$ cat config.mk
export PLATFORM = sky130hd
export DESIGN_NAME = vanilla_remote_load_scoreboard
export DESIGN_NICKNAME = d
export VERILOG_FILES = /design/src/rtl/bsg_vanilla_pkg.sv /design/src/rtl/vanilla_sb_entry.sv /design/src/rtl/vanilla_remote_load_scoreboard.sv
export SDC_FILE = /design/constraint.sdc
export NUM_CORES = 1
export LEC_CHECK = 0
export CORE_MARGIN = 5
export CORE_UTILIZATION = 65
export CTS_CLUSTER_SIZE = 28
export DETAILED_ROUTE_END_ITERATION = 7
export GPL_ROUTABILITY_DRIVEN = 0
export HOLD_SLACK_MARGIN = 0.15
export PLACE_DENSITY = 0.87
export SYNTH_ARGS = -nofsm -noshare
export SYNTH_HDL_FRONTEND = slang
export SYNTH_SLANG_ARGS = --single-unit
$ cat constraint.sdc
create_clock -name clk_i -period 20.1 [get_ports clk_i]
set_input_delay 4.02 -clock clk_i [delete_from_list [all_inputs] [get_ports clk_i]]
set_output_delay 4.02 -clock clk_i [all_outputs]
set_load 0.01 [all_outputs]
$ cat src/rtl/bsg_vanilla_pkg.sv
// Shared definitions for the vanilla core's remote-load scoreboards.
// Holds the register-file geometry and the scoreboard sizing defaults. It also
// defines the valid+id port bundle that the core uses for the score, clear,
// src and dst interfaces.
package bsg_vanilla_pkg;

  localparam int RV32_reg_els_gp        = 32;
  localparam int RV32_reg_addr_width_gp = 5;

  localparam int vanilla_sb_cnt_width_gp = 2;
  localparam int vanilla_sb_num_clear_gp = 2;

  typedef struct packed {
    logic                              v;
    logic [RV32_reg_addr_width_gp-1:0] id;
  } sb_port_s;

endpackage

$ cat src/rtl/vanilla_sb_entry.sv
// One scoreboard counter: the number of outstanding remote loads to a single
// register.
//   clk_i, reset_i : clock, async active-high reset
//   inc_i          : a load to this register is scored this cycle
//   dec_i          : number of responses retiring this register this cycle
//   cnt_o          : registered count
//   cnt_n_o        : count that will be loaded at the next edge
//   nonzero_o      : registered count != 0
module vanilla_sb_entry
  import bsg_vanilla_pkg::*;
#(
  parameter int cnt_width_p = vanilla_sb_cnt_width_gp,
  parameter int dec_width_p = 2
) (
  input  logic                   clk_i,
  input  logic                   reset_i,
  input  logic                   inc_i,
  input  logic [dec_width_p-1:0] dec_i,
  output logic [cnt_width_p-1:0] cnt_o,
  output logic [cnt_width_p-1:0] cnt_n_o,
  output logic                   nonzero_o
);

  localparam int sum_width_lp = ((cnt_width_p > dec_width_p) ? cnt_width_p : dec_width_p) + 1;
  localparam logic [cnt_width_p-1:0] max_lp = '1;

  logic [cnt_width_p-1:0]  cnt_r;
  logic                    inc_ok;
  logic [sum_width_lp-1:0] sum, dec_ext;

  // A score against a saturated counter is dropped so the count holds at max.
  // More clears than outstanding loads clamp the count at zero.
  always_comb begin
    inc_ok  = inc_i & (cnt_r != max_lp);
    sum     = sum_width_lp'(cnt_r) + sum_width_lp'(inc_ok);
    dec_ext = sum_width_lp'(dec_i);
    cnt_n_o = (dec_ext > sum) ? '0 : cnt_width_p'(sum - dec_ext);
  end

  always_ff @(posedge clk_i or posedge reset_i)
    if (reset_i) cnt_r <= '0;
    else         cnt_r <= cnt_n_o;

  assign cnt_o     = cnt_r;
  assign nonzero_o = (cnt_r != '0);

`ifndef SYNTHESIS
  always_ff @(posedge clk_i) begin
    if (!reset_i) begin
      assert (!(inc_i && (cnt_r == max_lp)));
      assert (dec_ext <= sum);
    end
  end
`endif

endmodule

$ cat src/rtl/vanilla_remote_load_scoreboard.sv
// Scoreboard of outstanding remote loads, one up/down counter per register.
// Several loads in flight to the same rd are legal.
//   clk_i, reset_i  : clock, async active-high reset
//   score_v_i/id_i  : issue of a remote load to a register
//   score_ready_o   : the addressed counter is not saturated
//   clear_v_i/id_i  : num_clear_p load-response ports (flattened ids)
//   src_v_i/id_i    : source operands of the ID-stage instruction
//   dst_v_i/id_i    : destination of the ID-stage instruction
//   dep_o           : RAW/WAW hazard after applying this cycle's clears
//   pending_o       : per-register counter != 0 (registered)
//   total_pending_o : sum of all counters (registered)
//   empty_o         : total_pending_o == 0 (registered)
module vanilla_remote_load_scoreboard
  import bsg_vanilla_pkg::*;
#(
  parameter  int els_p       = RV32_reg_els_gp,
  parameter  int cnt_width_p = vanilla_sb_cnt_width_gp,
  parameter  int num_src_p   = 3,
  parameter  int num_clear_p = vanilla_sb_num_clear_gp,
  parameter  int zero_reg_p  = 1,
  localparam int id_width_lp    = $clog2(els_p),
  localparam int total_width_lp = $clog2(els_p*(2**cnt_width_p-1)+1)
) (
  input  logic                               clk_i,
  input  logic                               reset_i,
  input  logic                               score_v_i,
  input  logic [id_width_lp-1:0]             score_id_i,
  output logic                               score_ready_o,
  input  logic [num_clear_p-1:0]             clear_v_i,
  input  logic [num_clear_p*id_width_lp-1:0] clear_id_i,
  input  logic [num_src_p-1:0]               src_v_i,
  input  logic [num_src_p*id_width_lp-1:0]   src_id_i,
  input  logic                               dst_v_i,
  input  logic [id_width_lp-1:0]             dst_id_i,
  output logic                               dep_o,
  output logic [els_p-1:0]                   pending_o,
  output logic [total_width_lp-1:0]          total_pending_o,
  output logic                               empty_o
);

  localparam int dec_width_lp = $clog2(num_clear_p+1);
  localparam logic [cnt_width_p-1:0] max_lp = '1;

  logic [els_p-1:0]                  inc;
  logic [els_p-1:0][dec_width_lp-1:0] dec;
  logic [els_p-1:0][cnt_width_p-1:0]  cnt, cnt_n;
  logic [els_p-1:0]                  eff_nz;
  logic [total_width_lp-1:0]         total_n, total_r;
  logic                              empty_r;
  logic                              zero_hit;

  // Decode the score port and count the clears landing on each register;
  // duplicate ids on different ports add up.
  always_comb begin
    for (int i = 0; i < els_p; i++) begin
      inc[i] = score_v_i & (score_id_i == id_width_lp'(i));
      dec[i] = '0;
      for (int p = 0; p < num_clear_p; p++)
        if (clear_v_i[p] && (clear_id_i[p*id_width_lp +: id_width_lp] == id_width_lp'(i)))
          dec[i] = dec[i] + dec_width_lp'(1);
    end
  end

  for (genvar i = 0; i < els_p; i++) begin : g_el
    if ((zero_reg_p != 0) && (i == 0)) begin : g_zero
      // Register 0 is hardwired: never scored, never pending.
      logic zero_unused;
      assign zero_unused  = inc[i];
      assign cnt[i]       = '0;
      assign cnt_n[i]     = '0;
      assign pending_o[i] = 1'b0;
    end else begin : g_cnt
      vanilla_sb_entry #(
        .cnt_width_p (cnt_width_p),
        .dec_width_p (dec_width_lp)
      ) entry (
        .clk_i     (clk_i),
        .reset_i   (reset_i),
        .inc_i     (inc[i]),
        .dec_i     (dec[i]),
        .cnt_o     (cnt[i]),
        .cnt_n_o   (cnt_n[i]),
        .nonzero_o (pending_o[i])
      );
    end
  end

  // Clear bypass for hazard detection: a response arriving this cycle already
  // releases its register, but a load scored this cycle is not yet visible.
  always_comb begin
    for (int i = 0; i < els_p; i++)
      eff_nz[i] = (cnt_width_p+1)'(cnt[i]) > (cnt_width_p+1)'(dec[i]);
  end

  always_comb begin
    dep_o = dst_v_i & eff_nz[dst_id_i];
    for (int s = 0; s < num_src_p; s++)
      if (src_v_i[s] && eff_nz[src_id_i[s*id_width_lp +: id_width_lp]])
        dep_o = 1'b1;
  end

  // No clear-to-ready bypass: readiness looks only at registered state.
  assign zero_hit      = (zero_reg_p != 0) && (score_id_i == '0);
  assign score_ready_o = zero_hit | (cnt[score_id_i] != max_lp);

  // The running total is rebuilt from the next-state counters. It therefore
  // tracks exactly what the entries accept. Dropped scores, clamped clears
  // and reg-0 traffic never make it drift from the sum of the counters.
  always_comb begin
    total_n = '0;
    for (int i = 0; i < els_p; i++)
      total_n = total_n + total_width_lp'(cnt_n[i]);
  end

  always_ff @(posedge clk_i or posedge reset_i)
    if (reset_i) begin
      total_r <= '0;
      empty_r <= 1'b1;
    end else begin
      total_r <= total_n;
      empty_r <= (total_n == '0);
    end

  assign total_pending_o = total_r;
  assign empty_o         = empty_r;

endmodule

# Word-level counts from Yosys, hierarchy flattened
# Index checks and enable logic that the tools add are counted.
op_classes:
  add_sub_neg: 124
  mul: 0
  div_mod_pow: 0
  n_lt_le_gt_ge: 68
  n_eq_ne: 125
  shift: 0
  n_mux: 108
  n_bitwise: 64
  reduce_logical: 102
ops:
  columns: ["op", "count"]
  rows:
  - ["5-bit equality test, second input constant", 48]
  - ["7-bit by 2-bit adder with 7-bit output", 25]
  - ["2-bit 2-to-1 mux", 64]
  - ["5-bit by 4-bit equality test with 1-bit output, second input constant", 24]
  - ["2-bit by 1-bit adder with 3-bit output", 31]
  - ["2-bit by 3-bit > comparator with 1-bit output", 31]
  - ["1-bit logical AND", 67]
  - ["2-bit by 1-bit adder with 2-bit output, second input constant", 32]
  - ["2-bit != test, second input constant", 32]
  - ["1-bit bitwise AND", 63]
  - ["2-bit > comparator", 31]
  - ["2-bit nonzero test", 31]
  - ["2-bit subtractor", 31]
  - ["5-bit by 3-bit equality test with 1-bit output, second input constant", 12]
  - ["1-bit 2-to-1 mux", 39]
  - ["5-bit by 2-bit equality test with 1-bit output, second input constant", 6]
  - ["5-bit by 6-bit less-than comparator with 1-bit output, second input constant", 5]
  - ["1-bit binary-select mux with 5-bit select", 4]
  - ["5-bit by 1-bit equality test with 1-bit output, second input constant", 3]
  - ["5-bit logical NOT", 3]
  - ["2-bit binary-select mux with 5-bit select", 1]
  - ["6-bit by 2-bit adder with 7-bit output", 1]
  - ["7-bit logical NOT", 1]
  - ["5-bit by 2-bit adder with 6-bit output", 1]
  - ["5 further kinds", 5]
word_totals:
  ff_bits: 70
  latch_bits: 0
  ramBits: 0
  romBits: 0
  input_bits: 44
  out_inout_bits: 42
  word_cells: 624
  mem_count: 0

# Logic depth before layout (Yosys ltp)
logic_depth:
  word_depth: 38
  ltp_mapped: 33
  ltp_nobuf: 30

# Modules after synthesis
# A second synthesis with hierarchy kept.
hier_totals:
  cells_unflattened: 1469
  hier_area_um2: 11954.0
by_module_without_submodules:
  columns: ["module", "n_inst", "cells_per_inst", "area_each_um2", "seq_area_each_um2"]
  rows:
  - ["vanilla_remote_load_scoreboard", 1, 818, 6097.1, 201.4]
  - ["vanilla_sb_entry", 31, 21, 188.9, 50.0]

# Least setup slack after synthesis
# No wires, ideal clock.
synth_timing:
  path_kind: "input port to flip-flop"
  from: "in score_id_i[2]"
  to: "reg empty_r, in the netlist empty_o"
  setup_time_ps: 101
  arrival_time_ps: 10979
  required_ps: 19999
  path_slack_ps: 9020
  stages: 31
  n_path_buf: 2
  cell_sequence: "clkbuf_1 > clkbuf_1 > nor2b_1 > nand3_1 > nor3b_1 > ha_1 > ha_1 > inv_1 > ha_1 > nor3b_1 > a21oi_1 > o21a_1 > inv_1 > fa_1 > fa_1 > inv_1 > fa_1 > inv_1 > fa_1 > fa_1 > fa_1 > fa_1 > inv_1 > ha_1 > inv_1 > fa_1 > inv_1 > a21o_1 > a21oi_1 > xnor2_1 > nor4b_1"
synth_rtl:
  columns: ["element", "line_no", "text"]
  rows:
  - ["from (decl)", "vanilla_remote_load_scoreboard.sv:27", "input logic [id_width_lp-1:0] score_id_i,"]
  - ["to (signal assigned)", "vanilla_remote_load_scoreboard.sv:121", "empty_r <= (total_n == '0);"]
  - ["to (decl)", "vanilla_remote_load_scoreboard.sv:49", "logic empty_r;"]

==> flow_summary.yaml <==
routing:
  avgViaCountPerCell: 6.11
  wirelength_mm: 33.5
  route.detailed.drc: 0
  num_vias: 10623
  drt_iter0_markers: 1070
  dr.pass1.iters: 6
  post_drt_wl_per_cell_um: 19.3
  ant_nets: 0
setup_path:
  path_common_cell: "fa_1"
  path_delay_family: "adder cells"
  critPathMaxFanout: 18
  start_kind: "input port"
  cp_data_required_time_ns: 20.34
  end_kind: "register"
  arrival_ns: 12.51
  cpMaxStageDelayCell: "clkdlybuf4s50_1"
  crit_type: "in2reg"
  critical_path_buf_inv_count: 8
  critPathMaxStageDelay_ns: 1.05
  r2r_setup_slack_ns: 12.62
synth:
  synth-seq-cells: 70
  ys.flop_type: "dfrtp_1"
  synth_cells: 1462
  ys_seq_area_share_pct: 14.5
  synth_nets: 1821
  ys_warn_count: 0
  synth_cell_types: 64
  synth_edf_count: 0
  syn_area_per_cell_um2: 8.29
  synthesis.area_um2: 12100
  ys_async_sr_fraction_pct: 100
global_route:
  grt_usage_pct: 31.6
  grt_overflow: 0
  grt_pass1_wl_mm: 54.3
  grt_pass1_vias: 10809
  antenna_found_initial: 0
  grt_max_degree: 71
sta:
  layout_min_cycle_time_ns: 12.27
  hold_viol_final: 0
  skew_ns: 0.00812
  rsz0062_at_grt: "false"
  post-route-period-util_pct: 61.0
  tightest_slew_ns: 1.02
  relSlewSlack_pct: 32.3
  fmax_ghz: 0.0815
  setup_viol: 0
  holdWs_ns: 0.786
  finalMaxSlewViolations: 0
  setup-tns-final_ns: 0
die:
  rows: 50
  die_y_um: 147
  die_area_um2: 21500
  start_util_pct: 65.4
  coreArea_um2: 18500
  die_x_um: 147
  ios: 86
finish:
  syn_to_final_growth_pct: 8.71
  layout.nets: 1858
  mostFrequentLayoutCells: "inv_1, ha_1, nor2_1, nand2_1, clkdlybuf4s50_1"
  diodes: 0
  final_common_cell: "inv_1"
  drive_above_1_share_pct: 6.85
job:
  cap_violations: 0
clock_network:
  cts_setup_buffers: 0
  cts_tree: "yes"
  post_cts_resized: 0
  root_buffer: "clkbuf_16"
  clk_path_buf_depth: 2
  ctsHoldBuffers: 0
  ctsHtreeMaxLevel: 3
  cts_made_buffers: 9
  clock_sinks: 70
  clk_latency_ns: 0.36
  cts.clk_slew.worst_paths_ns: 0.06
hold_path:
  min_path_type: "reg2reg"
placed_design:
  portBuffers: 84
  dp.final_hpwl_mm: 26.8
outcome:
  outcome: "finished, final reports clean"
## final timing paths
path                                                         start                                 endpoint  cells past startpoint
hold reg to reg            g_el[12].g_cnt.entry.cnt_o[1]$_DFF_PP0_  g_el[12].g_cnt.entry.cnt_o[1]$_DFF_PP0_                      2
max in group asynchronous                                  reset_i  g_el[29].g_cnt.entry.cnt_o[0]$_DFF_PP0_                      3
setup / recovery                                     score_id_i[2]                        empty_o$_DFF_PP1_                     27
hold / removal             g_el[12].g_cnt.entry.cnt_o[1]$_DFF_PP0_  g_el[12].g_cnt.entry.cnt_o[1]$_DFF_PP0_                      2
min in group asynchronous                                  reset_i  g_el[20].g_cnt.entry.cnt_o[1]$_DFF_PP0_                      3
setup reg to reg            g_el[8].g_cnt.entry.cnt_o[0]$_DFF_PP0_                        empty_o$_DFF_PP1_                     28
## Yosys cell counts (3+ instances only)
| cell | number | share of area (%) |
|---|---|---|
| or2_2 | 31 | 1.6 |
| nor2b_1 | 33 | 1.7 |
| a22oi_1 | 6 | 0.37 |
| xnor2_1 | 13 | 0.94 |
| o21ai_4 | 7 | 0.94 |
| o21ai_0 | 20 | 0.83 |
| o311ai_0 | 5 | 0.36 |
| nor3_1 | 15 | 0.62 |
| nor2b_2 | 4 | 0.29 |
| buf_2 | 5 | 0.21 |
| nand2_1 | 85 | 2.6 |
| fa_1 | 57 | 9.4 |
| o21ai_1 | 23 | 0.95 |
| ha_1 | 258 | 27 |
| nand2b_1 | 25 | 1.3 |
| o311ai_1 | 11 | 0.80 |
| nor2b_4 | 7 | 0.80 |
| inv_2 | 3 | 0.093 |
| nor3b_1 | 33 | 2.0 |
| nor4_1 | 3 | 0.15 |
| o22ai_1 | 8 | 0.41 |
| nand3_1 | 17 | 0.70 |
| a22o_1 | 11 | 0.80 |
| a31oi_1 | 15 | 0.77 |
| buf_4 | 33 | 2.0 |
| nor2_1 | 169 | 5.2 |
| inv_1 | 289 | 9.0 |
| o21ai_2 | 9 | 0.65 |
| or2_1 | 10 | 0.52 |
| mux4_2 | 14 | 2.6 |
| a21oi_1 | 60 | 2.5 |
| a211oi_1 | 22 | 1.4 |
| nand4_1 | 7 | 0.36 |
| clkbuf_1 | 19 | 0.59 |
| mux2i_1 | 15 | 1.2 |
| dfrtp_1 | 69 | 14 |
| a311oi_1 | 5 | 0.36 |
| o211ai_1 | 3 | 0.19 |
| xor2_1 | 9 | 0.65 |
## state kept, by name, summed over array words and instances (netlist names)
| name | count |
|---|---|
| total_pending_o | 7 |
| g_el.g_cnt.entry.cnt_o | 62 |
| empty_o | 1 |
## layout make-up
cell class | count | area, um2
multi-input combinational | 1039 | 8870
sequential | 70 | 1750
tap | 234 | 293
fill | 1359 | 5350
clock buffer | 9 | 225
clock inverter | 7 | 72.6
timing repair buffer | 86 | 856
inverter | 293 | 1100
## worst reg2reg max path: cells and delay by family, from the launching register on
kind | cells | cell delay, ns
simple gates | 8 | 1.18
buf+inv | 5 | 0.29
fa+ha+maj | 11 | 4.86
flops | 1 | 0.41
compound gates | 4 | 0.60
## routing by layer
metal	vias to the layer above	track usage, %	share of wire [%]
met5	-	0	0
met4	0	18.7	6.7
met3	156	7.48	10
met2	586	50.5	46
met1	4980	39.0	37
li1	4901	-	-
## cell families after synthesis
| family | count (synthesis) | share of synthesized area [%] |
|---|---|---|
| simple gates | 448 | 18.6 |
| buf+inv | 353 | 12.3 |
| fa+ha+maj | 315 | 36.1 |
| compound gates | 220 | 12.4 |
| flops | 70 | 14.5 |
| mux | 33 | 4.46 |
| xor+xnor | 22 | 1.59 |
| other cells | 1 | 0.0310 |
## metrics by stage
stage	cells	utilization, %	setup slack [ns]	cell area (um2)
after global placement	1722	69.5	8.04	12900
after global routing	1738	71.1	7.57	13200
after detailed placement	1722	69.5	7.69	12900
after CTS	1738	71.1	7.94	13200
after floorplan	1462	-	9.02	12100
final	1738	71.1	7.83	13200
Power is not shown: default switching activity piles up to over one toggle a cycle in this logic, so the estimate is an artifact.
